**src/rtl/hms_timekeeper.sv**
```systemverilog
// hms_timekeeper
//   Time/alarm datapath for the clock controller. Holds clock H:M:S and alarm
//   H:M:S counters, stretches wrap pulses back to the controller (which closes
//   the sec->min->hour carry loop), runs the alarm ring FSM and drives a
//   blink-masked BCD display word. Everything runs on clk.
//
// Ports
//   clk, rst_n          system clock, asynchronous active-low reset
//   i_mode[1:0]         0=CLOCK 1=SETUP 2=ALARM 3=CLOCK
//   i_position[1:0]     0=SEC 1=MIN 2=HOUR 3=none
//   i_*_clk             increment strobes (asynchronous, rising edge = +1)
//   i_alarm_en          alarm armed (level)
//   i_blink             1 Hz blink square wave (asynchronous level)
//   o_max_hit_*         stretched wrap pulses of the clock counters
//   o_alarm             alarm ringing
//   o_disp_bcd[23:0]    {hour_t,hour_u,min_t,min_u,sec_t,sec_u}
module hms_timekeeper #(
  parameter int HIT_CYCLES = 4,
  parameter int RING_SEC   = 30,
  parameter int HOUR_MAX   = 24
) (
  input  logic        clk,
  input  logic        rst_n,
  input  logic [1:0]  i_mode,
  input  logic [1:0]  i_position,
  input  logic        i_sec_clk,
  input  logic        i_min_clk,
  input  logic        i_hour_clk,
  input  logic        i_alarm_sec_clk,
  input  logic        i_alarm_min_clk,
  input  logic        i_alarm_hour_clk,
  input  logic        i_alarm_en,
  input  logic        i_blink,
  output logic        o_max_hit_sec,
  output logic        o_max_hit_min,
  output logic        o_max_hit_hour,
  output logic        o_alarm,
  output logic [23:0] o_disp_bcd
);

  localparam int SEC   = 0;
  localparam int MIN   = 1;
  localparam int HOUR  = 2;
  localparam int ASEC  = 3;
  localparam int AMIN  = 4;
  localparam int AHOUR = 5;

  typedef enum logic {IDLE, RING} alarmState_e;

  logic [5:0]       strobeRaw;
  logic [5:0]       sync1_q, sync2_q, prev_q, inc_q;
  logic             blinkSync1_q, blinkSync2_q;
  logic [5:0]       sec_q, sec_d, min_q, min_d;
  logic [4:0]       hour_q, hour_d;
  logic [5:0]       alarmSec_q, alarmSec_d, alarmMin_q, alarmMin_d;
  logic [4:0]       alarmHour_q, alarmHour_d;
  logic [2:0]       wrap;
  logic [2:0][7:0]  hitCnt_q;
  logic [2:0]       hit_q;
  alarmState_e      state_q, state_d;
  logic [7:0]       ringCnt_q, ringCnt_d;
  logic             clockMatch;
  logic [5:0]       srcSec, srcMin;
  logic [4:0]       srcHour;
  logic [7:0]       bcdSec, bcdMin, bcdHour;
  logic             blinkMask;
  logic [23:0]      disp_d, disp_q;

  function automatic logic [5:0] incMod60(input logic [5:0] v);
    return (v == 6'd59) ? 6'd0 : v + 6'd1;
  endfunction

  function automatic logic [4:0] incHour(input logic [4:0] v);
    return (v == 5'(HOUR_MAX - 1)) ? 5'd0 : v + 5'd1;
  endfunction

  function automatic logic [7:0] toBcd(input logic [5:0] v);
    return {4'(v / 6'd10), 4'(v % 6'd10)};
  endfunction

  assign strobeRaw = {i_alarm_hour_clk, i_alarm_min_clk, i_alarm_sec_clk,
                      i_hour_clk, i_min_clk, i_sec_clk};

  // Two-flop synchronizers, then a registered rising-edge detect so every
  // increment is a single-cycle strobe three cycles after the input edge.
  always_ff @(posedge clk or negedge rst_n) begin
    if (!rst_n) begin
      sync1_q      <= '0;
      sync2_q      <= '0;
      prev_q       <= '0;
      inc_q        <= '0;
      blinkSync1_q <= 1'b0;
      blinkSync2_q <= 1'b0;
    end else begin
      sync1_q      <= strobeRaw;
      sync2_q      <= sync1_q;
      prev_q       <= sync2_q;
      inc_q        <= sync2_q & ~prev_q;
      blinkSync1_q <= i_blink;
      blinkSync2_q <= blinkSync1_q;
    end
  end

  // The six counters are independent; carries only arrive through the
  // controller feeding the wrap pulses back in as strobes.
  assign sec_d       = inc_q[SEC]   ? incMod60(sec_q)      : sec_q;
  assign min_d       = inc_q[MIN]   ? incMod60(min_q)      : min_q;
  assign hour_d      = inc_q[HOUR]  ? incHour(hour_q)      : hour_q;
  assign alarmSec_d  = inc_q[ASEC]  ? incMod60(alarmSec_q) : alarmSec_q;
  assign alarmMin_d  = inc_q[AMIN]  ? incMod60(alarmMin_q) : alarmMin_q;
  assign alarmHour_d = inc_q[AHOUR] ? incHour(alarmHour_q) : alarmHour_q;

  assign wrap[0] = inc_q[SEC]  && (sec_q == 6'd59);
  assign wrap[1] = inc_q[MIN]  && (min_q == 6'd59);
  assign wrap[2] = inc_q[HOUR] && (hour_q == 5'(HOUR_MAX - 1));

  always_ff @(posedge clk or negedge rst_n) begin
    if (!rst_n) begin
      sec_q       <= '0;
      min_q       <= '0;
      hour_q      <= '0;
      alarmSec_q  <= '0;
      alarmMin_q  <= '0;
      alarmHour_q <= '0;
    end else begin
      sec_q       <= sec_d;
      min_q       <= min_d;
      hour_q      <= hour_d;
      alarmSec_q  <= alarmSec_d;
      alarmMin_q  <= alarmMin_d;
      alarmHour_q <= alarmHour_d;
    end
  end

  // A wrap (re)loads the stretch counter; the output flop follows
  // "counter non-zero", so the pulse starts one cycle after the wrap.
  always_ff @(posedge clk or negedge rst_n) begin
    if (!rst_n) begin
      hitCnt_q <= '0;
      hit_q    <= '0;
    end else begin
      for (int i = 0; i < 3; i++) begin
        if (wrap[i]) begin
          hitCnt_q[i] <= 8'(HIT_CYCLES);
        end else if (hitCnt_q[i] != 8'd0) begin
          hitCnt_q[i] <= hitCnt_q[i] - 8'd1;
        end
        hit_q[i] <= (hitCnt_q[i] != 8'd0);
      end
    end
  end

  assign o_max_hit_sec  = hit_q[0];
  assign o_max_hit_min  = hit_q[1];
  assign o_max_hit_hour = hit_q[2];

  // The match uses the clock's next value so only a clock-second strobe
  // arriving at the alarm time triggers; alarm edits never do.
  assign clockMatch = ({hour_d, min_d, sec_d} == {alarmHour_q, alarmMin_q, alarmSec_q});

  always_ff @(posedge clk or negedge rst_n) begin
    if (!rst_n) begin
      state_q   <= IDLE;
      ringCnt_q <= '0;
    end else begin
      state_q   <= state_d;
      ringCnt_q <= ringCnt_d;
    end
  end

  always_comb begin
    state_d   = state_q;
    ringCnt_d = ringCnt_q;
    case (state_q)
      IDLE: begin
        if (i_alarm_en && inc_q[SEC] && clockMatch) begin
          state_d   = RING;
          ringCnt_d = 8'(RING_SEC);
        end
      end
      RING: begin
        if (!i_alarm_en) begin
          state_d   = IDLE;
          ringCnt_d = 8'd0;
        end else if (inc_q[SEC]) begin
          ringCnt_d = ringCnt_q - 8'd1;
          if (ringCnt_q == 8'd1) begin
            state_d = IDLE;
          end
        end
      end
      default: begin
        state_d = IDLE;
      end
    endcase
  end

  assign o_alarm = (state_q == RING);

  // Blink mask uses the synchronized blink so it only blanks while the wave is low.
  assign blinkMask = ((i_mode == 2'd1) || (i_mode == 2'd2)) && (i_position != 2'd3) && !blinkSync2_q;

  always_comb begin
    srcSec  = sec_q;
    srcMin  = min_q;
    srcHour = hour_q;
    if (i_mode == 2'd2) begin
      srcSec  = alarmSec_q;
      srcMin  = alarmMin_q;
      srcHour = alarmHour_q;
    end
    bcdSec  = toBcd(srcSec);
    bcdMin  = toBcd(srcMin);
    bcdHour = toBcd({1'b0, srcHour});
    if (blinkMask) begin
      case (i_position)
        2'd0:    bcdSec  = 8'hFF;
        2'd1:    bcdMin  = 8'hFF;
        2'd2:    bcdHour = 8'hFF;
        default: ;
      endcase
    end
    disp_d = {bcdHour, bcdMin, bcdSec};
  end

  always_ff @(posedge clk or negedge rst_n) begin
    if (!rst_n) begin
      disp_q <= '0;
    end else begin
      disp_q <= disp_d;
    end
  end

  assign o_disp_bcd = disp_q;

endmodule

```
**config.mk**
```make
export PLATFORM = sky130hd
export DESIGN_NAME = hms_timekeeper
export DESIGN_NICKNAME = d
export VERILOG_FILES = /design/src/rtl/hms_timekeeper.sv
export SDC_FILE = /design/constraint.sdc
export NUM_CORES = 1
export LEC_CHECK = 0
export ABC_CLOCK_PERIOD_IN_PS = 3600
export CELL_PAD_IN_SITES_DETAIL_PLACEMENT = 1
export CELL_PAD_IN_SITES_GLOBAL_PLACEMENT = 2
export CORE_MARGIN = 2
export CORE_UTILIZATION = 39
export CTS_BUF_LIST = sky130_fd_sc_hd__clkbuf_4
export DETAILED_ROUTE_END_ITERATION = 12
export GPL_TIMING_DRIVEN = 0
export PLACE_DENSITY = 0.9
export SYNTH_ARGS = -nofsm -noshare
export SYNTH_HDL_FRONTEND = slang
export SYNTH_SLANG_ARGS = --single-unit
```
**constraint.sdc**
```tcl
create_clock -name clk -period 3.6 [get_ports clk]
set_clock_uncertainty 0.05 [all_clocks]
set_input_delay 0.36 -clock clk [delete_from_list [all_inputs] [get_ports clk]]
set_output_delay 0.36 -clock clk [all_outputs]
set_load 0.01 [all_outputs]
```
==> out/qor.txt <==
Run status = complete, no violations
Synth Instances = 666
Wl on met1 = 7420 microns
Std cell rows = 46
Post-layout util = 0.465
Worst slew pin tran = 0.939 ns
Clock Tree Buf Depth = 2
# nets final = 762
Layout area overhead = 16.0%
WL met2 = 7980 microns
Initial antenna violation count = 1
Hold Violations, Final = 0
Startpoint types = input pin
Synth top area share = 0.466
Mapped cell area = 6390 sq um
# IOs = 42
Layout cells sized above 1 = 0.103
Setup tns final = 0 ns
CTS tree = yes
Final Instance Count excl. Fillers = 958
Largest net degree at the start of global routing = 66
Yosys warns = 0
Worst-path clk slew = 0.13 ns
Max layer used = met4
Core ar. = 15900 sq um
DP Area = 7100 sq um
Vias after detailed routing = 5314
Crit path DAT = 3.72 ns
Synth top area cells = dfrtp_1 47%, ha_1 3.9%, nand2_1 3.7%
RSZ-0062 raised after global routing = false
CTS buffer count = 17
Final Wtd Congestion = 0.908
Commonest non-fill, non-tap cells in the layout = 119 x dfrtp_1, 63 x nand2_1, 48 x nor2_1, 45 x inv_1, 40 x clkdlybuf4s50_1
Post-layout min period = 3.30 ns
Critical path type = in2reg
H-tree depth = 4
Syn nets = 700
WL met3 = 587 microns
Hold Crit Class = in2reg
Placed Cells incl. Taps = 924
IR drop worst, VDD = 0.432 mV
Clk sinks = 119
Max-capacitance violation count = 0
Crit path max fanout = 10
Post-synth EDFFs = 0
Final setup vio count = 0
DRC = 0
Post-synthesis sequential area ratio = 0.466
Post-synth ARST share = 1.00
Max_slew headroom = 0.369
Leak Pwr = 3.21 nW
Design Area, Final = 7410 sq um
Final worst path period share = 0.917
First-pass GRT wire length = 27800 microns
P per Cell Area = 804 nW/um^2
Yosys top cell by area = dfrtp_1
Total die area = 17400 sq um
TritonRoute pass-1 iters = 4
Most common cell after layout, fill and taps aside = dfrtp_1
Pre-CTS WS = -0.265 ns
Synth Flop Type = dfrtp_1
Flop2flop setup slack = 0.43 ns
#FFs+latches synth = 119
WHS = 0.183 ns
Buffers on Ports = 41
Final worst setup slack = 0.300 ns
Overall power = 5.96 mW
Initial Util = 0.401
Mean number of vias per cell = 5.55
HPWL Detailed = 11900 microns
Clock root buffer = clkbuf_4
Final Max Tran Viols = 0
Detailed Route Iter0 Violations = 255
Overall routing resource usage = 0.195
DR WL/cell = 16.9 microns
Crit end category = flop
DRT Wirelength = 16200 microns
Die Height = 132 microns
Vias in the first global route = 5549
F_max = 303 MHz
Synth cell types = 68
Antenna viol nets, final = 0
Syn Area/Cell = 9.60 sq um
Cts repair resizes = 0
Worst skew pair latency = 0.54 ns
Gr ovfl total = 0
Die X = 132 microns
CP required = 4.02 ns
Yosys cell counts, types with 7 or more instances:
library cell / count
nor3b_1: 7
or4_1: 7
buf_2: 7
nand4b_1: 7
xnor2_1: 20
a211oi_1: 7
nand2_1: 63
inv_1: 45
nand4_1: 17
o21ai_0: 37
nor2b_1: 12
dfrtp_1: 119
a21oi_1: 31
nor4_1: 7
ha_1: 20
nand3_1: 24
nor3_1: 16
clkbuf_1: 19
mux2_2: 18
xor2_1: 11
or3_1: 11
mux2i_1: 16
nor2_1: 48
metal layers:
layer  global-route usage  up-vias
met1                0.252     2657
met4               0.0568        0
met3               0.0477       22
met5                    0        -
li1                     -     2529
met2                0.326      106
final cells by class:
cell class,instances,area [sq um]
clock buffer,17,128
antenna,1,2.50
fill,1838,8530
timing repair buffer,43,449
multi-input combinational,471,3100
sequential,119,2980
buffer,29,133
tap,216,270
clock inverter,15,171
inverter,47,176
power breakdown:
part,switching (mW),leakage (nW),internal [mW]
Sequential,0.373,1.43,1.78
Combinational,1.59,1.61,1.21
Clock,0.584,0.159,0.429
Total,2.55,3.21,3.42
final timing paths:
check	endpoint	cells after the start	startpoint
max reg2reg	ringCnt_q[4]	8	hour_q[0]
max in group asynchronous	o_disp_bcd[12]	3	rst_n
min in group asynchronous	hit_q[2]	2	rst_n
min	sync1_q[2]	1	i_hour_clk
min reg2reg	sync2_q[2]	0	sync1_q[2]
max	o_disp_bcd[18]	12	i_mode[1]
registers in the layout (all words and copies together) (netlist names):
signal / count
alarmHour_q: 5
min_q: 6
blinkSync1_q: 1
inc_q: 6
sec_q: 6
alarmSec_q: 6
o_alarm: 1
o_disp_bcd: 23
ringCnt_q: 8
blinkSync2_q: 1
hit_q: 3
sync1_q: 6
prev_q: 6
hour_q: 5
sync2_q: 6
hitCnt_q: 24
alarmMin_q: 6
worst max-delay path, cell delays in order:
cell,delay [ns]
clkdlybuf4s50_1,0.48
ha_1,0.24
buf_2,0.34
buf_2,0.37
mux2i_1,0.57
ha_1,0.24
o21ai_0,0.14
a211oi_1,0.27
a21oi_1,0.08
ha_1,0.29
mux2_2,0.26
nand2_1,0.07
repair_timing:
item / CTS / global route
buffers inserted: 0 / 0
hold endpoints to repair: 54 / 0
hold buffers: 1 / 0
cell families after synthesis:
kind of cell / synth area share
xor+xnor: 0.0425
buf+inv: 0.0484
fa+ha+maj: 0.0392
flops: 0.466
compound gates: 0.148
mux: 0.0568
simple gates: 0.199
Note: power is estimated with default switching activity, not from simulation.
